**config.mk**
```make
export PLATFORM = sky130hd
export DESIGN_NAME = regfile_wport_arbiter
export DESIGN_NICKNAME = d
export VERILOG_FILES = /design/src/rtl/regfile_wport_arbiter_pkg.sv /design/src/rtl/regfile_wq_fifo.sv /design/src/rtl/regfile_wport_arbiter.sv
export SDC_FILE = /design/constraint.sdc
export NUM_CORES = 1
export LEC_CHECK = 0
export BUFFER_PORTS_ARGS = -buffer_cell sky130_fd_sc_hd__buf_2
export CORE_MARGIN = 5
export CORE_UTILIZATION = 50
export DETAILED_ROUTE_END_ITERATION = 8
export PLACE_DENSITY_LB_ADDON = 0.2
export SLEW_MARGIN = 10
export SYNTH_ARGS = -nofsm -noshare
export SYNTH_HDL_FRONTEND = slang
export SYNTH_SLANG_ARGS = --single-unit
```
**constraint.sdc**
```tcl
create_clock -name clk -period 1.72 [get_ports clk]
set_input_delay 0.172 -clock clk [delete_from_list [all_inputs] [get_ports clk]]
set_output_delay 0.172 -clock clk [all_outputs]
set_load 0.02 [all_outputs]
```
**src/rtl/regfile_wport_arbiter_pkg.sv**
```systemverilog
// Shared types and default sizing for the regfile write-port arbiter.
// Holds the arbiter state codes and the parameter defaults.
package regfile_wport_arbiter_pkg;

  typedef enum logic [0:0] {
    ARB_INIT = 1'b0,
    ARB_RUN  = 1'b1
  } arb_state_e;

  localparam int unsigned REG_NUM_DEF    = 32;
  localparam int unsigned ADDR_W_DEF     = 5;
  localparam int unsigned DATA_W_DEF     = 32;
  localparam int unsigned AUX_DEPTH_DEF  = 2;
  localparam int unsigned STARVE_LIM_DEF = 4;

endpackage

```
**src/rtl/regfile_wq_fifo.sv**
```systemverilog
// Aux write queue: entries of {live, addr, data} with address squash and
// two read-address hazard compare ports.
module regfile_wq_fifo
  import regfile_wport_arbiter_pkg::*;
#(
  parameter int unsigned ADDR_W = ADDR_W_DEF,
  parameter int unsigned DATA_W = DATA_W_DEF,
  parameter int unsigned DEPTH  = AUX_DEPTH_DEF
) (
  input  logic              clk,
  input  logic              rst,
  input  logic              push_valid,
  input  logic [ADDR_W-1:0] push_addr,
  input  logic [DATA_W-1:0] push_data,
  output logic              ready,
  input  logic              pop,
  input  logic              squash_en,
  input  logic [ADDR_W-1:0] squash_addr,
  output logic              empty,
  output logic              head_live,
  output logic [ADDR_W-1:0] head_addr,
  output logic [DATA_W-1:0] head_data,
  input  logic [ADDR_W-1:0] raddr1,
  input  logic [ADDR_W-1:0] raddr2,
  output logic              hit1,
  output logic              hit2
);

  localparam int unsigned PTR_W = $clog2(DEPTH);
  localparam int unsigned CNT_W = $clog2(DEPTH) + 1;

  logic              live_r [DEPTH];
  logic [ADDR_W-1:0] addr_r [DEPTH];
  logic [DATA_W-1:0] data_r [DEPTH];
  logic [PTR_W-1:0]  head_r;
  logic [PTR_W-1:0]  tail_r;
  logic [CNT_W-1:0]  count_r;
  logic              push_s;
  logic              pop_s;

  assign empty     = (count_r == CNT_W'(0));
  assign ready     = (count_r != CNT_W'(DEPTH));
  assign push_s    = push_valid && ready;
  assign pop_s     = pop && !empty;
  assign head_live = live_r[head_r];
  assign head_addr = addr_r[head_r];
  assign head_data = data_r[head_r];

  // Queue storage: squash first so a same-cycle push of the same address stays live.
  always_ff @(posedge clk or negedge rst) begin
    if (!rst) begin
      head_r  <= '0;
      tail_r  <= '0;
      count_r <= '0;
      for (int i = 0; i < int'(DEPTH); i++) begin
        live_r[i] <= 1'b0;
        addr_r[i] <= '0;
        data_r[i] <= '0;
      end
    end else begin
      for (int i = 0; i < int'(DEPTH); i++) begin
        if (squash_en && live_r[i] && (addr_r[i] == squash_addr)) begin
          live_r[i] <= 1'b0;
        end
      end
      if (pop_s) begin
        live_r[head_r] <= 1'b0;
        head_r         <= head_r + PTR_W'(1);
      end
      if (push_s) begin
        live_r[tail_r] <= (push_addr != '0);
        addr_r[tail_r] <= push_addr;
        data_r[tail_r] <= push_data;
        tail_r         <= tail_r + PTR_W'(1);
      end
      case ({push_s, pop_s})
        2'b10:   count_r <= count_r + CNT_W'(1);
        2'b01:   count_r <= count_r - CNT_W'(1);
        default: count_r <= count_r;
      endcase
    end
  end

  // Hazard compare against every live entry; r0 never hazards.
  always_comb begin
    hit1 = 1'b0;
    hit2 = 1'b0;
    for (int i = 0; i < int'(DEPTH); i++) begin
      hit1 = hit1 | (live_r[i] && (addr_r[i] == raddr1));
      hit2 = hit2 | (live_r[i] && (addr_r[i] == raddr2));
    end
    hit1 = hit1 && (raddr1 != '0);
    hit2 = hit2 && (raddr2 != '0);
  end

endmodule

```
**src/rtl/regfile_wport_arbiter.sv**
```systemverilog
// Owns the regfile write port: post-reset clear sweep, then WB-priority
// arbitration against a queued aux writer with starvation and hazard reporting.
module regfile_wport_arbiter
  import regfile_wport_arbiter_pkg::*;
#(
  parameter int unsigned REG_NUM    = REG_NUM_DEF,
  parameter int unsigned ADDR_W     = ADDR_W_DEF,
  parameter int unsigned DATA_W     = DATA_W_DEF,
  parameter int unsigned AUX_DEPTH  = AUX_DEPTH_DEF,
  parameter int unsigned STARVE_LIM = STARVE_LIM_DEF
) (
  input  logic              clk,
  input  logic              rst,
  input  logic              wb_we,
  input  logic [ADDR_W-1:0] wb_waddr,
  input  logic [DATA_W-1:0] wb_wdata,
  input  logic              aux_valid,
  output logic              aux_ready,
  input  logic [ADDR_W-1:0] aux_waddr,
  input  logic [DATA_W-1:0] aux_wdata,
  input  logic [ADDR_W-1:0] raddr1,
  input  logic [ADDR_W-1:0] raddr2,
  output logic              haz1,
  output logic              haz2,
  output logic              stall_req,
  output logic              init_busy,
  output logic              rf_we,
  output logic [ADDR_W-1:0] rf_waddr,
  output logic [DATA_W-1:0] rf_wdata
);

  localparam int unsigned SCNT_W = $clog2(STARVE_LIM + 1);

  arb_state_e        state_r;
  logic [ADDR_W-1:0] init_cnt_r;
  logic [SCNT_W-1:0] starve_cnt_r;
  logic              rf_we_r;
  logic [ADDR_W-1:0] rf_waddr_r;
  logic [DATA_W-1:0] rf_wdata_r;

  logic              run_s;
  logic              wb_write_s;
  logic              starve_s;
  logic              q_empty_s;
  logic              q_head_live_s;
  logic [ADDR_W-1:0] q_head_addr_s;
  logic [DATA_W-1:0] q_head_data_s;
  logic              q_hit1_s;
  logic              q_hit2_s;

  assign run_s      = (state_r == ARB_RUN);
  assign wb_write_s = wb_we && (wb_waddr != '0);
  assign starve_s   = (starve_cnt_r >= SCNT_W'(STARVE_LIM));
  assign init_busy  = !run_s;
  assign stall_req  = init_busy | starve_s;
  assign haz1       = run_s && q_hit1_s;
  assign haz2       = run_s && q_hit2_s;
  assign rf_we      = rf_we_r;
  assign rf_waddr   = rf_waddr_r;
  assign rf_wdata   = rf_wdata_r;

  regfile_wq_fifo #(
    .ADDR_W (ADDR_W),
    .DATA_W (DATA_W),
    .DEPTH  (AUX_DEPTH)
  ) u_wq (
    .clk         (clk),
    .rst         (rst),
    .push_valid  (aux_valid),
    .push_addr   (aux_waddr),
    .push_data   (aux_wdata),
    .ready       (aux_ready),
    .pop         (run_s && !wb_write_s),
    .squash_en   (run_s && wb_write_s),
    .squash_addr (wb_waddr),
    .empty       (q_empty_s),
    .head_live   (q_head_live_s),
    .head_addr   (q_head_addr_s),
    .head_data   (q_head_data_s),
    .raddr1      (raddr1),
    .raddr2      (raddr2),
    .hit1        (q_hit1_s),
    .hit2        (q_hit2_s)
  );

  // Arbiter FSM: clear sweep, then WB-over-queue selection into the output registers.
  always_ff @(posedge clk or negedge rst) begin
    if (!rst) begin
      state_r      <= ARB_INIT;
      init_cnt_r   <= ADDR_W'(1);
      starve_cnt_r <= '0;
      rf_we_r      <= 1'b0;
      rf_waddr_r   <= '0;
      rf_wdata_r   <= '0;
    end else begin
      case (state_r)
        ARB_INIT: begin
          rf_we_r    <= 1'b1;
          rf_waddr_r <= init_cnt_r;
          rf_wdata_r <= '0;
          init_cnt_r <= init_cnt_r + ADDR_W'(1);
          if (init_cnt_r == ADDR_W'(REG_NUM - 1)) begin
            state_r <= ARB_RUN;
          end
        end
        ARB_RUN: begin
          if (wb_write_s) begin
            rf_we_r    <= 1'b1;
            rf_waddr_r <= wb_waddr;
            rf_wdata_r <= wb_wdata;
          end else if (!q_empty_s && q_head_live_s) begin
            rf_we_r    <= 1'b1;
            rf_waddr_r <= q_head_addr_s;
            rf_wdata_r <= q_head_data_s;
          end else begin
            rf_we_r <= 1'b0;
          end
          // Starvation counts only while a live head loses to WB; any pop clears it.
          if (!q_empty_s && !wb_write_s) begin
            starve_cnt_r <= '0;
          end else if (!q_empty_s && q_head_live_s && !starve_s) begin
            starve_cnt_r <= starve_cnt_r + SCNT_W'(1);
          end
        end
        default: begin
          state_r <= ARB_INIT;
          rf_we_r <= 1'b0;
        end
      endcase
    end
  end

endmodule
```
==> flow_summary.ini, run 1 <==
[synthesis]
synthArstFlopShare = 1.000
yosys_most_used_dff = dfrtp_1
yosysUniqueCellTypes = 43
yosys.area.top_type = dfrtp_1
netlist.area_leader.share = 0.4945
yosys_register_bits = 127
synth_cells = 528
synth_nets = 620
synth_seq_area_share = 0.4986
ys.warnings.count = 0
synth_area_sq_um = 6376
synth.area.top_cells = dfrtp_1 (49%), mux2_2 (14%), mux2i_1 (5.5%)
syn_avg_cell_area_sq_um = 12.08
synth_edf_count = 0

[hold_path]
whs_endpoint = u_wq.data_r[47]
min_from = aux_wdata[15]
hp-class = in2reg
hold_depth = 2

[power_and_ir_drop]
total_power_mw = 16.39
pwr-share-seq = 0.326
leakage_nw = 3.912
p_sw_mw = 5.810
power.density_nw_per_um2 = 1901
cellInternalPower_mw = 10.58
clockPowerShare = 0.245
pwr-share-comb = 0.429
switching_share = 0.3546
ir_drop_uv = 1029

[setup_path]
rr_endpoint = rf_wdata[8]
rrSetupSlack_ps = 90
critPathKind = reg2out
crit_path_start_kind = register
r2r_cells = 5
regToRegStartpoint = u_wq.head_r
cp.required_ps = 1550
cp.arrival_ps = 1800
crit_fanout = 3
cp-end-kind = primary output

[place]
gp_congestion = 0.8805
dp_hpwl_microns = 11050
dp.cells = 827
port_buffers = 130

[detailed_routing]
drt_first_iter_violations = 306
drt-pass1-iter-count = 5
vias = 5004
avgViaCountPerCell = 5.511
post_drt_wl_per_cell_microns = 17.93
drt-total-wl_microns = 16280
antenna_left = 0
drc = 0

[floorplanning]
initial_utilization = 0.5073
dieArea_sq_um = 15110
ioPinCount = 131
num_rows = 41
die_h_microns = 122.9
coreArea_sq_um = 12570
chipWidth_microns = 122.9

[global_routing]
grt.total_usage = 0.2210
grt_max_degree = 41
antenna_found_initial = 0
grt_overflow_total = 0
grt_pass1_vias = 5213
grt_pass1_wl_microns = 25790

[finish]
nets = 815
area_delta_synth_final_pct = 35.16
post-route-util = 0.6857
stdcell_count = 908
drive_above_1_share = 0.4823
n_antenna_cell = 0

[timing]
rsz0062_at_grt = true
skew_ps = 5.580
fin_crit_ps = 1968
fin_ws_ps = -248.0
clock.fmax_mhz = 508.1
finalSetupViolations = 2
final.period_utilization = 1.144
worst_pin_slew_ps = 469.8
whs_ps = 14.25
slew_headroom = 0.6868
final_hold_viol_count = 0
maxSlewViolCount = 0

[cts]
cts_tree = built
clk-insertion-delay-late_ps = 410
cts_max_level = 4
clock_sinks = 127
path_clk_slew_ps = 50
clk_path_buf_depth = 2
root_buffer = clkbuf_16
cts_buffers = 17

[status]
violations = setup timing
status = complete, but fails checks

[job]
max_cap_violations = 0
## registers in the layout, summed over array words and instances, names as in the netlist
signal and cells:
u_wq.data_r 64, u_wq.addr_r 10, u_wq.count_r 2, starve_cnt_r 3, init_cnt_r 5, run_s 1, u_wq.tail_r 1, rf_wdata 32
u_wq.head_r 1, rf_waddr 5, u_wq.live_r 2, rf_we 1
## metal layers
| metal | GRT usage | part of all wire | wire, microns |
|---|---|---|---|
| met1 | 0.2694 | 0.42 | 6895 |
| met3 | 0.04437 | 0.047 | 769 |
| met4 | 0.09377 | 0.019 | 316 |
| met2 | 0.3816 | 0.51 | 8302 |
| met5 | 0 | 0 | 0 |
## layout by cell type (no fill, tap or decap), types with 20 or more instances in the layout
cell type        n
dfrtp_1        117
o211ai_2        20
buf_4           37
dlygate4sd3_1   39
a21oi_2         22
xor2_1          20
nand3_1         40
buf_2          127
mux2_2          81
nand2_1         39
mux2i_1         35
## repair_timing
action / CTS / global route
buffers inserted: 7 / 3
endpoints found under the hold margin: 76 / 0
pin swaps: 13 / 6
hold buffers: 39 / 0
resized for setup: 11 / 5
setup endpoints to repair: 2 / 4
cloned: 0 / 0
## synth_stat cells, types with 2 or more instances
library cell,count
buf_12,2
o21ai_0,3
o21a_1,2
buf_2,11
o22ai_1,2
nand3_1,42
xnor2_1,16
clkbuf_1,17
nand2_1,39
nor2_1,5
ha_1,4
or2_2,2
o311ai_2,2
and3_1,4
dfrtp_1,126
xor2_1,21
mux2i_1,35
buf_6,2
mux2_2,81
a21oi_1,17
nand2b_1,3
o211ai_1,16
a21oi_2,20
o211ai_2,20
inv_1,2
a2bb2oi_1,3
or4_1,3
buf_1,6
nor4_1,8
## cell families (layout without fill, tap and decap cells)
group	Yosys count	count (layout)	synth area share
adder cells (fa/ha/maj)	4	4	0.007850
AO/OA/AOI/OAI	92	92	0.1252
AND/OR/NAND/NOR	111	111	0.08575
buffers and inverters	41	249	0.03375
XOR/XNOR	37	37	0.05082
multiplexers	116	116	0.1980
flip-flops	127	127	0.4986
## power groups by stage
stage | registers (mW) | logic, mW | clock network, mW
floorplan | 5.69 | 4.29 | 0
global placement | 5.33 | 6.49 | 0
detailed placement | 5.42 | 6.67 | 0
CTS | 5.33 | 6.98 | 4.09
global route | 5.48 | 7.58 | 4.22
finish | 5.34 | 7.03 | 4.01
## critical path, stage by stage, from the launching register on
cell	delay (ps)
dfrtp_2	450
buf_6	130
xor2_1	160
nor4_1	200
nand3_1	150
a21oi_2	160
buf_4	160
## stage by stage
stage               setup TNS (ps)  setup WS [ps]  cell area, sq um
global route                -612.1         -318.6              8618
floorplan                   -30.90         -30.90              6379
detailed placement           -2398         -137.2              7440
finish                      -408.0         -248.0              8618
CTS                         -351.9         -210.0              8572
global placement             -1471         -71.65              7440
## area by class of cell
cell class / instances / area (sq um)
multi-input combinational: 360 / 3018
timing repair buffer: 214 / 1515
tap: 172 / 215.2
inverter: 3 / 11.26
clock buffer: 17 / 425.4
clock inverter: 15 / 242.7
fill: 957 / 3950
sequential: 127 / 3191
## how the worst max path moves through the flow
stage | startpoint | to | slack, ps | cells after the start
after floorplan | wb_waddr[0] | u_wq.count_r[1] | -30 | 8
after global placement | wb_waddr[0] | rf_waddr[2] | -70 | 7
after detailed placement | wb_waddr[0] | rf_wdata[8] | -140 | 7
after CTS | u_wq.addr_r[6] | haz2 | -210 | 5
after global routing | u_wq.addr_r[5] | haz1 | -320 | 6
final | u_wq.addr_r[5] | haz1 | -250 | 6
(Power assumes the default switching activity.)
==> run 2: changes to the inputs <==
CORE_UTILIZATION = 55   (was 50)
clock period = 2.24 ns   (was 1.72 ns; I/O delays follow)
==> run 2 against run 1 <==
The run now ends clean. Sequential power fell by 22%. Combinational power fell by 31%. Wire length fell by 4.1%. Worst hold slack improved by 26 ps. Power fell by 29%. Non-clock buffer count fell by 67. Global-route usage rose by 1.2 points. Final cell count fell by 11%. Utilization fell by 0.57 points. Critical path depth fell by 1. Clock skew rose by 0.89 ps. Critical path type unchanged. Largest cell class unchanged. Largest power group unchanged. Highest routed layer is now met5.
==> flow_summary.ini, run 2 (synthesis gave the netlist of run 1 again) <==
[status]
status = finished clean

[detailed_routing]
drt-pass1-iter-count = 4
vias = 4701
drt-total-wl_microns = 15610
drc = 0
routed-wl-met3_microns = 799
drt_first_iter_violations = 276
avgViaCountPerCell = 5.789
dr.max_layer_used = met5
post_drt_wl_per_cell_microns = 19.23
antenna_left = 0
wirelength_met1_microns = 6779
dr_wl_met2_microns = 7688

[place]
gp_congestion = 0.8948
dp_hpwl_microns = 10410
port_buffers = 130

[finish]
seq_area_sq_um = 3181
n_antenna_cell = 0
layout_commonest_cell = buf_2
area_delta_synth_final_pct = 21.25
top_register = u_wq.data_r
multi_input_area_sq_um = 2988
nFillCells = 876
nets = 748
drive_above_1_share = 0.4619
final_cell_mix = buf_2 (129), dfrtp_1 (125), mux2_2 (81)
largest_reg_flops = 64

[setup_path]
cp_num_buf_inv = 1
cp.required_ps = 2020
crit_fanout = 5
cp-end-kind = primary output
crit_path_start_kind = register
cp.arrival_ps = 1830
critPathKind = reg2out
crit_slowest_cell = dfrtp_1
crit_family = flip-flops
cpPeakStageDelay_ps = 480
worstPathCellList = xor2_1 -> nor4_1 -> nand3_1 -> a21oi_1 -> buf_2

[cts]
cts_max_level = 4
clk_path_buf_depth = 2
cts_tree = built
clock_sinks = 127
root_buffer = clkbuf_16
clk-insertion-delay-late_ps = 420
cts_buffers = 17
path_clk_slew_ps = 60

[timing]
final.period_utilization = 0.9167
skew_ps = 6.472
fin_crit_ps = 2054
maxSlewViolCount = 0
rsz0062_at_grt = false
fin_tns_setup_ps = 0
whs_ps = 40.38
slew_headroom = 0.3619
final_hold_viol_count = 0
clock.fmax_mhz = 487.0
worst_pin_slew_ps = 957.2
finalSetupViolations = 0

[floorplanning]
die_h_microns = 117.7
chipWidth_microns = 117.7
ioPinCount = 131
num_rows = 39
initial_utilization = 0.5608
dieArea_sq_um = 13850
coreArea_sq_um = 11370

[global_routing]
grt_max_degree = 52
grt_pass1_wl_microns = 26080
grt_overflow_total = 0
grt_pass1_vias = 5342
grt.total_usage = 0.2328
antenna_found_initial = 1

[job]
max_cap_violations = 0

[hold_path]
hp-class = in2reg

[power_and_ir_drop]
power.density_nw_per_um2 = 1495
ir_drop_uv = 904.4
leakage_nw = 3.538
total_power_mw = 11.56
[run 2: cell count changes in the layout (fill, tap and decap cells not counted), sizes merged]
cell / change
clkinv: +2
buf: -29
dlygate4sd3: -38
bufinv: -5
clkinvlp: -1
clkbuf: +4
[run 2: where the power goes]
group          leakage [nW]  internal (mW)  total, mW  switching [mW]
logic                  1.76           2.26       4.84            2.58
registers              1.51           3.38       4.16           0.779
clock network         0.268           1.57       2.56           0.986
[run 2: worst paths after layout]
kind	end	startpoint	cells after the start	slack, ps
setup / recovery	haz1	u_wq.addr_r[5]	5	190
hold / removal	rf_wdata[7]	wb_wdata[7]	3	40
setup reg to reg	rf_wdata[3]	u_wq.count_r[0]	4	230
hold reg to reg	rf_waddr[3]	rf_waddr[3]	1	490
max in group asynchronous	u_wq.head_r	rst	3	1210
min in group asynchronous	u_wq.addr_r[5]	rst	2	290
[run 2: routing by layer]
layer | track usage | up-vias
li1 | - | 2177
met3 | 0.06679 | 32
met2 | 0.3798 | 134
met4 | 0.09749 | 2
met1 | 0.2901 | 2356
met5 | 0 | -
[run 2: timing repair]
item / CTS / global route
gates resized for setup: 0 / 0
buffers inserted: 0 / 0
hold buffers: 1 / 0
endpoints found under the hold margin: 27 / 0
[run 2: metrics by stage]
step	util	cells	setup slack [ps]	cell area [sq um]
4_1_cts	0.6800	812	177.8	7731
6_report	0.6800	812	186.5	7731
3_3_place_gp	0.6306	779	266.6	7169
5_1_grt	0.6800	812	11.46	7731
2_1_floorplan	-	528	430.4	6376
3_5_place_dp	0.6306	779	221.4	7169
[run 2: cell type report]
cell class	count	area share
multi-input combinational	360	0.3865
clock inverter	11	0.01181
timing repair buffer	147	0.1062
tap	143	0.02314
inverter	3	0.001457
clock buffer	21	0.05956
sequential	127	0.4114
[run 2: worst reg2reg max path: stages (launching register included)]
cell and delay, ps:
dfrtp_1 410, or2_2 300, and2_2 850, o211ai_1 160, a21oi_1 210
